===== config.mk =====
export PLATFORM = sky130hd
export DESIGN_NAME = misaligned_load_seq_flat
export DESIGN_NICKNAME = d
export VERILOG_FILES = /design/src/rtl/misaligned_load_seq_if.sv /design/src/rtl/misaligned_load_seq.sv /design/src/flat_wrapper.sv
export SDC_FILE = /design/constraint.sdc
export NUM_CORES = 1
export LEC_CHECK = 0
export CAP_MARGIN = 5
export CORE_MARGIN = 3
export CORE_UTILIZATION = 48
export CTS_BUF_LIST = sky130_fd_sc_hd__clkbuf_2 sky130_fd_sc_hd__clkbuf_4 sky130_fd_sc_hd__clkbuf_8
export DETAILED_ROUTE_END_ITERATION = 6
export PLACE_DENSITY = 0.79
export SLEW_MARGIN = 10
export SYNTH_ARGS = -nofsm -noshare
export SYNTH_HDL_FRONTEND = slang
export SYNTH_SLANG_ARGS = --single-unit

===== constraint.sdc =====
create_clock -name clk -period 2 [get_ports clk]
set_input_delay 0.3 -clock clk [delete_from_list [all_inputs] [get_ports clk]]
set_output_delay 0.3 -clock clk [all_outputs]
set_load 0.02 [all_outputs]

===== src/rtl/misaligned_load_seq_if.sv =====
// Load-request, memory-beat and result signals of the misaligned load sequencer.
// master: LSU pipeline and memory side; slave: the sequencer.
interface misaligned_load_seq_if #(
  parameter int unsigned LLEN = 64,
  parameter int unsigned ADRW = 32,
  parameter int unsigned OFFW = $clog2(LLEN/8)
);
  logic            LoadValid;
  logic            LoadReady;
  logic [ADRW-1:0] LoadAdr;
  logic [1:0]      LoadSize;
  logic            Flush;
  logic            MemReq;
  logic [ADRW-1:0] MemAdr;
  logic            MemGnt;
  logic            MemRspValid;
  logic [LLEN-1:0] MemRspData;
  logic            DataValid;
  logic [LLEN-1:0] DataWord;
  logic [OFFW-1:0] DataOffset;
  logic            DataErr;
  logic [15:0]     SplitCount;

  modport master (
    output LoadValid, LoadAdr, LoadSize, Flush, MemGnt, MemRspValid, MemRspData,
    input  LoadReady, MemReq, MemAdr, DataValid, DataWord, DataOffset, DataErr, SplitCount
  );

  modport slave (
    input  LoadValid, LoadAdr, LoadSize, Flush, MemGnt, MemRspValid, MemRspData,
    output LoadReady, MemReq, MemAdr, DataValid, DataWord, DataOffset, DataErr, SplitCount
  );
endinterface


===== src/rtl/misaligned_load_seq.sv =====
// Splits loads that cross an LLEN/8-byte boundary into two aligned beats and
// merges them into one little-endian word; single-beat loads pass through.
module misaligned_load_seq #(
  parameter int unsigned LLEN = 64,
  parameter int unsigned ADRW = 32,
  parameter int unsigned OFFW = $clog2(LLEN/8)
) (
  input  logic                 clk,
  input  logic                 reset,
  misaligned_load_seq_if.slave bus
);

  localparam int unsigned B   = LLEN/8;
  localparam int unsigned SZW = 8;

  typedef enum logic [2:0] {IDLE, REQ, RSP, DONE, DRAIN} state_t;

  state_t          state, state_nxt;
  logic            accept, rsp_take;
  logic            load_ready, mem_req, data_valid;
  logic [OFFW-1:0] off_in, off_q, data_off;
  logic [SZW-1:0]  nbytes;
  logic            illegal_in, split_in, split_q, beat_q, last_beat;
  logic [ADRW-1:0] mem_adr;
  logic [LLEN-1:0] lo_q, data_word, merged;
  logic            data_err;
  logic [15:0]     split_count;

  // request decode at acceptance
  assign off_in     = bus.LoadAdr[OFFW-1:0];
  assign nbytes     = SZW'(1) << bus.LoadSize;
  assign illegal_in = nbytes > SZW'(B);
  assign split_in   = !illegal_in && ((SZW'(off_in) + nbytes) > SZW'(B));
  assign last_beat  = beat_q || !split_q;
  assign merged     = LLEN'({bus.MemRspData, lo_q} >> {off_q, 3'b000});

  always_ff @(posedge clk) begin
    if (reset) state <= IDLE;
    else       state <= state_nxt;
  end

  always_comb begin
    state_nxt  = state;
    accept     = 1'b0;
    rsp_take   = 1'b0;
    load_ready = 1'b0;
    mem_req    = 1'b0;
    data_valid = 1'b0;
    case (state)
      IDLE: begin
        load_ready = 1'b1;
        if (bus.LoadValid && !bus.Flush) begin
          accept    = 1'b1;
          state_nxt = illegal_in ? DONE : REQ;
        end
      end
      REQ: begin
        mem_req = 1'b1;
        if (bus.Flush)       state_nxt = bus.MemGnt ? DRAIN : IDLE;
        else if (bus.MemGnt) state_nxt = RSP;
      end
      RSP: begin
        // a response coinciding with Flush is the one being flushed
        if (bus.MemRspValid) begin
          if (bus.Flush) begin
            state_nxt = IDLE;
          end else begin
            rsp_take  = 1'b1;
            state_nxt = last_beat ? DONE : REQ;
          end
        end else if (bus.Flush) begin
          state_nxt = DRAIN;
        end
      end
      DONE: begin
        data_valid = 1'b1;
        state_nxt  = IDLE;
      end
      DRAIN: begin
        if (bus.MemRspValid) state_nxt = IDLE;
      end
      default: state_nxt = IDLE;
    endcase
  end

  always_ff @(posedge clk) begin
    if (reset) begin
      off_q       <= '0;
      split_q     <= 1'b0;
      beat_q      <= 1'b0;
      mem_adr     <= '0;
      lo_q        <= '0;
      data_word   <= '0;
      data_off    <= '0;
      data_err    <= 1'b0;
      split_count <= '0;
    end else begin
      if (accept) begin
        off_q    <= off_in;
        split_q  <= split_in;
        beat_q   <= 1'b0;
        mem_adr  <= {bus.LoadAdr[ADRW-1:OFFW], OFFW'(0)};
        data_err <= illegal_in;
        if (illegal_in) begin
          data_word <= '0;
          data_off  <= '0;
        end
      end
      if (rsp_take) begin
        if (!last_beat) begin
          lo_q    <= bus.MemRspData;
          beat_q  <= 1'b1;
          mem_adr <= mem_adr + ADRW'(B);
        end else begin
          data_word <= split_q ? merged : bus.MemRspData;
          data_off  <= split_q ? '0 : off_q;
        end
      end
      if (state == DONE && split_q && split_count != 16'hFFFF)
        split_count <= split_count + 16'd1;
    end
  end

  assign bus.LoadReady  = load_ready;
  assign bus.MemReq     = mem_req;
  assign bus.MemAdr     = mem_adr;
  assign bus.DataValid  = data_valid;
  assign bus.DataWord   = data_word;
  assign bus.DataOffset = data_off;
  assign bus.DataErr    = data_err;
  assign bus.SplitCount = split_count;

endmodule


===== src/flat_wrapper.sv =====
// flat-port wrapper written by rule: the top's interface ports become plain ports
module misaligned_load_seq_flat 
#(
  parameter int unsigned LLEN = 64,
  parameter int unsigned ADRW = 32,
  parameter int unsigned OFFW = $clog2(LLEN/8)
)
  (clk, reset, bus_LoadValid, bus_LoadAdr, bus_LoadSize, bus_Flush, bus_MemGnt, bus_MemRspValid, bus_MemRspData, bus_LoadReady, bus_MemReq, bus_MemAdr, bus_DataValid, bus_DataWord, bus_DataOffset, bus_DataErr, bus_SplitCount);
  misaligned_load_seq_if #(.LLEN(LLEN), .ADRW(ADRW), .OFFW(OFFW)) bus_i ();
  input  logic clk;
  input  logic reset;
  input wire logic [$bits(bus_i.LoadValid)-1:0] bus_LoadValid;
  input wire logic [$bits(bus_i.LoadAdr)-1:0] bus_LoadAdr;
  input wire logic [$bits(bus_i.LoadSize)-1:0] bus_LoadSize;
  input wire logic [$bits(bus_i.Flush)-1:0] bus_Flush;
  input wire logic [$bits(bus_i.MemGnt)-1:0] bus_MemGnt;
  input wire logic [$bits(bus_i.MemRspValid)-1:0] bus_MemRspValid;
  input wire logic [$bits(bus_i.MemRspData)-1:0] bus_MemRspData;
  output wire logic [$bits(bus_i.LoadReady)-1:0] bus_LoadReady;
  output wire logic [$bits(bus_i.MemReq)-1:0] bus_MemReq;
  output wire logic [$bits(bus_i.MemAdr)-1:0] bus_MemAdr;
  output wire logic [$bits(bus_i.DataValid)-1:0] bus_DataValid;
  output wire logic [$bits(bus_i.DataWord)-1:0] bus_DataWord;
  output wire logic [$bits(bus_i.DataOffset)-1:0] bus_DataOffset;
  output wire logic [$bits(bus_i.DataErr)-1:0] bus_DataErr;
  output wire logic [$bits(bus_i.SplitCount)-1:0] bus_SplitCount;
  assign bus_i.LoadValid = bus_LoadValid;
  assign bus_i.LoadAdr = bus_LoadAdr;
  assign bus_i.LoadSize = bus_LoadSize;
  assign bus_i.Flush = bus_Flush;
  assign bus_i.MemGnt = bus_MemGnt;
  assign bus_i.MemRspValid = bus_MemRspValid;
  assign bus_i.MemRspData = bus_MemRspData;
  assign bus_LoadReady = bus_i.LoadReady;
  assign bus_MemReq = bus_i.MemReq;
  assign bus_MemAdr = bus_i.MemAdr;
  assign bus_DataValid = bus_i.DataValid;
  assign bus_DataWord = bus_i.DataWord;
  assign bus_DataOffset = bus_i.DataOffset;
  assign bus_DataErr = bus_i.DataErr;
  assign bus_SplitCount = bus_i.SplitCount;
  misaligned_load_seq #(.LLEN(LLEN), .ADRW(ADRW), .OFFW(OFFW)) u_core (.clk(clk), .reset(reset), .bus(bus_i));
endmodule

==> results of run 1 <==
==> worst min-delay path by stage <==
stage | startpoint | endpoint
final | reset | u_core.bus.DataOffset[1]
after global routing | reset | u_core.bus.SplitCount[14]
after detailed placement | u_core.lo_q[8] | u_core.lo_q[8]
after CTS | reset | u_core.bus.SplitCount[12]
after floorplan | bus_Flush | u_core.state[1]
after global placement | u_core.lo_q[10] | u_core.lo_q[10]
==> synthesized netlist by cell type (2+ instances only) <==
library cell / count
mux2_2: 2
and2_1: 3
inv_1: 9
xnor2_1: 3
nor3b_1: 4
nand3_1: 17
or4_1: 2
buf_1: 5
mux2i_1: 107
and4_1: 6
xor2_1: 13
dfxtp_1: 188
a31oi_1: 14
and4b_1: 2
nand4_1: 19
a21oi_1: 160
or3_1: 6
nand3b_1: 4
a311oi_1: 2
mux4_2: 64
nor4_1: 3
o211ai_1: 6
a22o_1: 64
nor4b_1: 2
mux2_1: 3
nand2b_1: 3
o21ai_0: 14
nand4b_1: 4
nor2b_1: 5
buf_2: 32
a2bb2oi_1: 3
and3_1: 8
ha_1: 5
clkbuf_1: 61
nor3_1: 7
nand2_1: 176
nor2_1: 109
a22oi_1: 8
a221oi_1: 2
==> layout make-up <==
class                      count  share of cell area, %
clock buffer                  17                   1.63
clock inverter                15                  0.888
inverter                       9                  0.235
multi-input combinational    866                   44.3
sequential                   188                   26.3
tap                          275                   2.39
timing repair buffer         361                   24.2
==> layer usage <==
layer	vias to the layer above	track usage, %	wire length [um]	share of wire [%]
li1	4835	-	-	-
met3	111	5.74	3020	8.6
met4	2	12.1	1560	4.4
met5	-	0	12	0.034
met2	582	49.4	17500	50
met1	5081	33.6	13000	37
==> kinds of logic (layout without fill, tap and decap cells) <==
logic type	Yosys count	after routing	synth area share (%)
compound gates	281	281	16.7
flops	188	188	35.8
buf+inv	108	402	4.27
mux	176	176	24.4
fa+ha+maj	7	7	0.880
simple gates	386	386	16.7
xor+xnor	16	16	1.33
==> metrics by stage <==
stage / worst slack, ns / power, mW / hold slack, ns
after floorplan: 0.00306 / 4.60 / 0.379
after detailed placement: -0.560 / 5.29 / 0.450
after CTS: -0.0303 / 7.69 / 0.161
after global routing: -0.0850 / 7.95 / 0.159
after global placement: -0.509 / 5.27 / 0.441
final: 0.00989 / 7.70 / 0.175
==> state kept, by name, indices dropped and copies added (netlist names) <==
name and cells:
u_core.beat_q 1, u_core.bus.DataErr 1, u_core.bus.DataOffset 3, u_core.bus.DataWord 64, u_core.bus.MemAdr 32, u_core.bus.SplitCount 16, u_core.lo_q 64, u_core.off_q 3
u_core.split_q 1, u_core.state 3
==> power breakdown <==
group	internal [mW]	switching, mW	leakage [nW]
clock	0.908	1.55	0.192
combinational	0.694	0.699	3.15
sequential	3.79	0.0631	1.52
==> what timing repair did <==
action / 4_1_cts / 5_1_grt
endpoints found under the setup margin: 92 / 82
buffers inserted: 0 / 5
pin swaps: 12 / 15
gates resized for setup: 20 / 14
cloned: 0 / 2
==> results.sh, run 1 <==
export IMPL_die_h_um=154
export IMPL_insertion_delay_ns=0.48
export IMPL_fillCellCount=1643
export IMPL_vdd_drop_max_mv=0.350
export IMPL_async_flop_share_pct=0
export IMPL_ios=223
export IMPL_synth_edf_count=0
export IMPL_whs_path_depth=2
export IMPL_synth_top_area_share_pct=35.8
export IMPL_drt_total_wl_um=35100
export IMPL_n_antenna_cell=0
export IMPL_p_leak_nw=4.87
export IMPL_arrival_ns=2.42
export IMPL_detail_route_antenna_nets=0
export IMPL_avgSynthCellArea_sq_um=9.06
export IMPL_tritoncts="done"
export IMPL_place_gp_congestion=0.894
export IMPL_yosysSeqAreaShare_pct=35.8
export IMPL_syn_inst=1162
export IMPL_ys_top_cells_by_area="dfxtp_1 (36%), mux4_2 (14%), mux2i_1 (10%)"
export IMPL_fin_crit_sh_pct=99.5
export IMPL_crit_end="u_core.bus.MemAdr[17]"
export IMPL_multi_input_area_sq_um=6370
export IMPL_r2r_start="u_core.state[2]"
export IMPL_areaGrowthSynthToFinish_pct=36.5
export IMPL_wl_per_cell_um=20.3
export IMPL_drive_above_1_share_pct=18.2
export IMPL_min_period_ns=1.99
export IMPL_final_cell_mix="clkdlybuf4s50_1 (215), dfxtp_1 (182), nand2_1 (176), a21oi_1 (159), buf_4 (121)"
export IMPL_synth_seq_cells=188
export IMPL_drv_cap=0
export IMPL_rsz0062_at_grt="yes"
export IMPL_drtIter0Drc=909
export IMPL_layout_commonest_cell="clkdlybuf4s50_1"
export IMPL_clockBufferDepth=2
export IMPL_clkSlewWorstSetupHoldPaths_ns=0.11
export IMPL_drc_errors=0
export IMPL_cp_start_kind="flop"
export IMPL_grt_pass1_wl_um=54500
export IMPL_vias=10600
export IMPL_post_synth_top_area_cell="dfxtp_1"
export IMPL_design_area_sq_um=14400
export IMPL_status="finished, final reports clean"
export IMPL_track_usage_pct=28.2
export IMPL_cts_sinks=188
export IMPL_ys_flop_type="dfxtp_1"
export IMPL_dr_pass1_iters=5
export IMPL_cpLargestDelayFamily="simple AND/OR/NAND/NOR gates"
export IMPL_port_buffers=222
export IMPL_syn_cell_area_sq_um=10500
export IMPL_fp_coreArea_sq_um=21300
export IMPL_setup_violations=0
export IMPL_startpoint="u_core.state[2]"
export IMPL_slew_headroom_pct=59.0
export IMPL_crit_path_end_kind="flop"
export IMPL_dp_hpwl_um=25400
export IMPL_hold_viol_final=0
export IMPL_overflow=0
export IMPL_die_w_um=154
export IMPL_post_route_util_pct=67.5
export IMPL_placed_cells=1692
export IMPL_synthDistinctLibCells=56
export IMPL_num_rows=53
export IMPL_crit_required_ns=2.43
export IMPL_r2r_worst_path_cells=5
export IMPL_slew_violations=0
export IMPL_worst_setup_path_type="flop to flop"
export IMPL_nNetsFinal=1553
export IMPL_grt_antenna_before_repair=1
export IMPL_yosysWarnings=0
export IMPL_htreeDepth=4
export IMPL_fmax_ghz=0.502
export IMPL_reg2reg_to="u_core.bus.MemAdr[17]"
export IMPL_dieArea_sq_um=23700
export IMPL_reg2reg_slack_ns=0.01
export IMPL_worstPathCellList="or4b_4 > nor4_4 > nand4_1 > mux2_4 > a21oi_2"
export IMPL_cts_hold_buf=0
export IMPL_syn_nets=1272
export IMPL_critPathMaxStageDelay_ns=0.55
export IMPL_tightest_slew_ns=0.615
export IMPL_pwr_density_cell_nw_per_um2=536
export IMPL_seqCellArea_sq_um=3780
export IMPL_numCtsBuffers=17
export IMPL_grt_max_degree=131
export IMPL_path_max_fanout=5
export IMPL_grt_pass1_vias=10600
export IMPL_slowest_stage="or4b_4"
export IMPL_dpl_cell_area_sq_um=13900
export IMPL_root_buffer="clkbuf_8"
export IMPL_tns_ns=0
export IMPL_cp_depth=5
export IMPL_critical_path_buf_inv_count=0
export IMPL_finClkSkew_ns=0.0141
export IMPL_layout_cells_non_filler=1731
export IMPL_min_path_type="input port to flop"
export IMPL_vias_per_cell=6.13
export IMPL_start_util_pct=49.4
No activity file was read; power rests on OpenSTA's default activity.
==> inputs of run 2 (changes only) <==
--- a/config.mk
+++ b/config.mk
@@ -7,10 +7,10 @@
 export LEC_CHECK = 0
 export CAP_MARGIN = 5
 export CORE_MARGIN = 3
-export CORE_UTILIZATION = 48
+export CORE_UTILIZATION = 57
 export CTS_BUF_LIST = sky130_fd_sc_hd__clkbuf_2 sky130_fd_sc_hd__clkbuf_4 sky130_fd_sc_hd__clkbuf_8
 export DETAILED_ROUTE_END_ITERATION = 6
-export PLACE_DENSITY = 0.79
+export PLACE_DENSITY = 0.88
 export SLEW_MARGIN = 10
 export SYNTH_ARGS = -nofsm -noshare
 export SYNTH_HDL_FRONTEND = slang
==> constraint.sdc (replaced) <==
create_clock -name clk -period 2.4 [get_ports clk]
set_input_delay 0.36 -clock clk [delete_from_list [all_inputs] [get_ports clk]]
set_output_delay 0.36 -clock clk [all_outputs]
set_load 0.02 [all_outputs]
==> run 2 against run 1 <==
- wire length shrank 5.0%
- sequential share of layout area increased by 1.5 points
- combinational power decreased by 25%
- final cell count fell by 7.6%
- non-clock buffer count fell by 86
- clock power decreased by 8.1%
- critical path type is now flop to primary output
- highest routed layer is now met4
==> results.sh, run 2 (synthesis gave the netlist of run 1 again) <==
export IMPL_total_power_mw=6.53
export IMPL_num_rows=49
export IMPL_grt_antenna_before_repair=1
export IMPL_clockBufferDepth=2
export IMPL_tritoncts="done"
export IMPL_status="finished, final reports clean"
export IMPL_dp_hpwl_um=24000
export IMPL_finClkSkew_ns=0.0152
export IMPL_dieArea_sq_um=20100
export IMPL_insertion_delay_ns=0.49
export IMPL_pwr_density_cell_nw_per_um2=481
export IMPL_numCtsBuffers=17
export IMPL_design_area_sq_um=13600
export IMPL_rsz0062_at_grt="no"
export IMPL_arrival_ns=1.93
export IMPL_detail_route_antenna_nets=0
export IMPL_p_leak_nw=4.39
export IMPL_drv_cap=0
export IMPL_grt_pass1_wl_um=52500
export IMPL_min_path_type="input port to flop"
export IMPL_final_cell_mix="clkdlybuf4s50_1 (220), dfxtp_1 (184), nand2_1 (176), a21oi_1 (160), nor2_1 (108)"
export IMPL_slowest_stage="clkdlybuf4s50_1"
export IMPL_port_buffers=222
export IMPL_clkSlewWorstSetupHoldPaths_ns=0.11
export IMPL_dr_pass1_iters=5
export IMPL_crit_end="bus_LoadReady"
export IMPL_root_buffer="clkbuf_8"
export IMPL_drc_errors=0
export IMPL_fp_coreArea_sq_um=18000
export IMPL_vias=10400
export IMPL_postCtsSetupBuffers=0
export IMPL_cts_sinks=188
export IMPL_grt_max_degree=130
export IMPL_startpoint="u_core.state[2]"
export IMPL_wl_per_cell_um=20.9
export IMPL_overflow=0
export IMPL_place_gp_congestion=0.919
export IMPL_die_w_um=142
export IMPL_start_util_pct=58.4
export IMPL_nNetsFinal=1467
export IMPL_die_h_um=142
export IMPL_tightest_slew_ns=0.980
export IMPL_grt_pass1_vias=10200
export IMPL_track_usage_pct=32.7
export IMPL_drtIter0Drc=951
export IMPL_dpl_cell_area_sq_um=13200
export IMPL_vias_per_cell=6.48
export IMPL_htreeDepth=4
export IMPL_r2r_worst_path_cells=6
export IMPL_min_period_ns=2.29
export IMPL_r2r_start="u_core.state[2]"
export IMPL_cp_start_kind="flop"
export IMPL_crit_path_end_kind="primary output"
export IMPL_fin_crit_sh_pct=95.3
export IMPL_crit_required_ns=2.04
export IMPL_ios=223
export IMPL_areaGrowthSynthToFinish_pct=29.0
export IMPL_worstPathCellList="buf_4 > nor3_1 > clkdlybuf4s50_1"
export IMPL_fmax_ghz=0.437
export IMPL_drive_above_1_share_pct=12.0
export IMPL_worst_setup_path_type="flop to primary output"
export IMPL_reg2reg_slack_ns=0.28
export IMPL_drt_total_wl_um=33400
export IMPL_setup_violations=0
export IMPL_hold_viol_final=0
export IMPL_hold_slack_ns=0.270
export IMPL_vdd_drop_max_mv=0.375
export IMPL_layout_commonest_cell="clkdlybuf4s50_1"
export IMPL_path_max_fanout=10
export IMPL_slew_headroom_pct=34.4
export IMPL_critPathMaxStageDelay_ns=0.68
export IMPL_reg2reg_to="u_core.bus.MemAdr[23]"
export IMPL_slew_violations=0
run 2: changes by cell type in the layout (fill, tap and decap cells not counted), moves of 3 or more:
cell and delta:
clkdlybuf4s50_1 +5, buf_4 -77, buf_12 -4, inv_8 -3
run 2: timing repair:
| item | in CTS | in global routing |
|---|---|---|
| endpoints found under the hold margin | 0 | 0 |
| gates resized for setup | 1 | 0 |
| hold buffers | 0 | 0 |
| endpoints found under the setup margin | 1 | 0 |
run 2: metal layers:
layer  up-vias  track usage (%)  share of wire [%]
li1       4664                -                  -
met1      4917             37.5                 35
met2       642             55.8                 49
met3       147             7.65                 10
met4         0             18.5                6.2
met5         -                0                  0
run 2: power by group:
| group | internal, mW | total, mW | switching, mW |
|---|---|---|---|
| Combinational | 0.501 | 1.04 | 0.539 |
| Clock | 0.992 | 2.26 | 1.27 |
| Sequential | 3.15 | 3.23 | 0.0724 |
| Total | 4.65 | 6.53 | 1.88 |
run 2: metrics by stage:
| stage | setup TNS [ns] | worst slack (ns) | util, % | std cells |
|---|---|---|---|---|
| final | 0 | 0.112 | 75.3 | 1600 |
| after global routing | 0 | 0.0331 | 75.3 | 1600 |
| after CTS | 0 | 0.101 | 75.3 | 1599 |
| after detailed placement | -3.67 | -0.274 | 73.1 | 1567 |
| after global placement | -2.45 | -0.186 | 73.1 | 1567 |
| after floorplan | 0 | 0.343 | - | 1162 |
run 2: worst min-delay path by stage:
stage,start,endpoint,slack (ns),cells after the start
floorplan,u_core.lo_q[0],u_core.lo_q[0],0.44,2
global placement,u_core.lo_q[7],u_core.lo_q[7],0.44,2
detailed placement,u_core.lo_q[6],u_core.lo_q[6],0.45,2
CTS,reset,u_core.bus.SplitCount[13],0.25,2
global route,reset,u_core.bus.DataOffset[2],0.28,2
finish,reset,u_core.bus.SplitCount[12],0.27,2
run 2: final cells by class:
| cell class | count | area (sq um) |
|---|---|---|
| antenna | 1 | 2.50 |
| clock buffer | 19 | 255 |
| clock inverter | 13 | 151 |
| fill | 1234 | 4450 |
| inverter | 9 | 33.8 |
| multi-input combinational | 866 | 6330 |
| sequential | 188 | 3780 |
| tap | 229 | 287 |
| timing repair buffer | 275 | 2740 |
run 2: worst max-delay path: cells and delay by family, from the launching register on:
family        cells  cell delay [ns]
buf+inv           2             0.85
flops             1             0.34
simple gates      1             0.25
==> inputs of run 3 (changes only) <==
--- a/config.mk
+++ b/config.mk
@@ -7,10 +7,11 @@
 export LEC_CHECK = 0
 export CAP_MARGIN = 5
 export CORE_MARGIN = 3
-export CORE_UTILIZATION = 57
+export CORE_UTILIZATION = 45
 export CTS_BUF_LIST = sky130_fd_sc_hd__clkbuf_2 sky130_fd_sc_hd__clkbuf_4 sky130_fd_sc_hd__clkbuf_8
 export DETAILED_ROUTE_END_ITERATION = 6
-export PLACE_DENSITY = 0.88
+export GPL_TIMING_DRIVEN = 0
+export PLACE_DENSITY = 0.71
 export SLEW_MARGIN = 10
 export SYNTH_ARGS = -nofsm -noshare
 export SYNTH_HDL_FRONTEND = slang
==> run 3 against run 2 <==
- die area rose by 25%
- first-iteration DRC count rose by 3.4%
- sequential share of layout area fell by 0.28 points
- clock power rose by 6%
- clock-buffer cell count fell by 1
- final cell count rose by 8.1%
- fmax fell by 3.1%
- setup slack got worse by 0.073 ns
- via count rose by 1.4%
- wire length rose by 22%
- clock skew rose by 0.0053 ns
- critical endpoint is now u_core.bus.DataWord[27]
- largest cell class unchanged
==> results.sh, run 3 (synthesis gave the netlist of run 1 again) <==
export IMPL_die_w_um=159
export IMPL_dp_hpwl_um=31800
export IMPL_path_max_fanout=10
export IMPL_drc_errors=0
export IMPL_drtIter0Drc=983
export IMPL_dr_pass1_iters=5
export IMPL_finClkSkew_ns=0.0206
export IMPL_drt_total_wl_um=40700
export IMPL_grt_antenna_before_repair=0
export IMPL_detail_route_antenna_nets=0
export IMPL_total_power_mw=6.71
export IMPL_n_antenna_cell=0
export IMPL_drive_above_1_share_pct=11.2
export IMPL_layout_commonest_cell="clkdlybuf4s50_1"
export IMPL_numCtsBuffers=17
export IMPL_min_period_ns=2.36
export IMPL_areaGrowthSynthToFinish_pct=29.9
export IMPL_tritoncts="done"
export IMPL_min_path_type="input port to flop"
export IMPL_worst_setup_path_type="flop to flop"
export IMPL_tightest_slew_ns=0.855
export IMPL_final_cell_mix="clkdlybuf4s50_1 (219), dfxtp_1 (188), nand2_1 (176), a21oi_1 (160), nor2_1 (108)"
export IMPL_num_rows=55
export IMPL_hold_viol_final=0
export IMPL_ios=223
export IMPL_insertion_delay_ns=0.49
export IMPL_setup_violations=0
export IMPL_grt_max_degree=20
export IMPL_clkSlewWorstSetupHoldPaths_ns=0.12
export IMPL_cts_hold_buf=0
export IMPL_fp_coreArea_sq_um=22800
export IMPL_overflow=0
export IMPL_fmax_ghz=0.424
export IMPL_dieArea_sq_um=25300
export IMPL_cts_sinks=188
export IMPL_start_util_pct=46.2
export IMPL_port_buffers=221
export IMPL_nNetsFinal=1513
export IMPL_slew_violations=0
export IMPL_pwr_density_cell_nw_per_um2=491
export IMPL_fin_crit_sh_pct=98.4
export IMPL_crit_required_ns=2.84
export IMPL_slew_headroom_pct=43.0
export IMPL_p_leak_nw=4.42
export IMPL_htreeDepth=4
export IMPL_status="finished, final reports clean"
export IMPL_rsz0062_at_grt="no"
export IMPL_place_gp_congestion=0.967
export IMPL_crit_path_end_kind="flop"
export IMPL_vias_per_cell=6.08
export IMPL_cp_start_kind="flop"
export IMPL_grt_pass1_vias=10600
export IMPL_vias=10500
export IMPL_grt_pass1_wl_um=62100
export IMPL_arrival_ns=2.80
export IMPL_hold_slack_ns=0.417
export IMPL_drv_cap=0
export IMPL_wl_per_cell_um=23.6
export IMPL_clockBufferDepth=2
export IMPL_die_h_um=159
export IMPL_root_buffer="clkbuf_8"
export IMPL_vdd_drop_max_mv=0.351
export IMPL_track_usage_pct=31.5
-- run 3: cell type report --
| cell class | count | area [sq um] |
|---|---|---|
| Buffer | 97 | 440 |
| Fill cell | 2088 | 9110 |
| Clock buffer | 18 | 248 |
| Clock inverter | 14 | 198 |
| Sequential cell | 188 | 3760 |
| Timing Repair Buffer | 224 | 2250 |
| Inverter | 9 | 33.8 |
| Tap cell | 313 | 392 |
| Multi-Input combinational cell | 866 | 6350 |
-- run 3: worst paths after layout --
check | from | to | slack [ns] | cells past startpoint
worst max-delay path | u_core.off_q[2] | u_core.bus.DataWord[27] | 0.04 | 5
worst min-delay path | bus_LoadAdr[17] | u_core.bus.MemAdr[17] | 0.42 | 3
worst max register to register | u_core.off_q[2] | u_core.bus.DataWord[27] | 0.04 | 5
worst min register to register | u_core.lo_q[2] | u_core.lo_q[2] | 0.47 | 2
-- run 3: worst max-delay path, cell delays in order (launching register included) --
cell and delay [ns]:
dfxtp_1 0.36, clkbuf_1 0.62, clkbuf_2 0.45, mux4_2 0.37, a21oi_1 0.33, a22o_1 0.18
-- run 3: per-layer routing --
layer	GRT usage (%)	share of wire (%)	wire [um]	vias up
met5	0	0	0	-
met1	38.1	39	15800	5030
met2	53.6	48	19700	561
met4	15.2	5.0	2060	0
met3	6.60	7.8	3180	144
li1	-	-	-	4775
-- run 3: report_power, final --
group | total (mW) | switching (mW) | internal (mW)
clock | 2.39 | 1.36 | 1.02
combinational | 1.11 | 0.629 | 0.482
sequential | 3.21 | 0.0517 | 3.16
-- run 3: per-stage QoR --
step / util [%] / TNS, ns / setup WS (ns) / instances / instance area, sq um
after CTS: 59.8 / 0 / 0.00651 / 1729 / 13600
after global routing: 60.0 / 0 / 0.00529 / 1729 / 13700
after detailed placement: 57.6 / -82.96 / -0.684 / 1696 / 13100
after global placement: 57.6 / -77.29 / -0.641 / 1696 / 13100
final: 60.0 / 0 / 0.0390 / 1729 / 13700
after floorplan: - / 0 / 0.343 / 1162 / 10500
-- run 3: what timing repair did --
item / in CTS / in global routing
setup endpoints to repair: 142 / 162
pin swaps: 1 / 1
resized for setup: 12 / 27
buffers inserted: 2 / 1
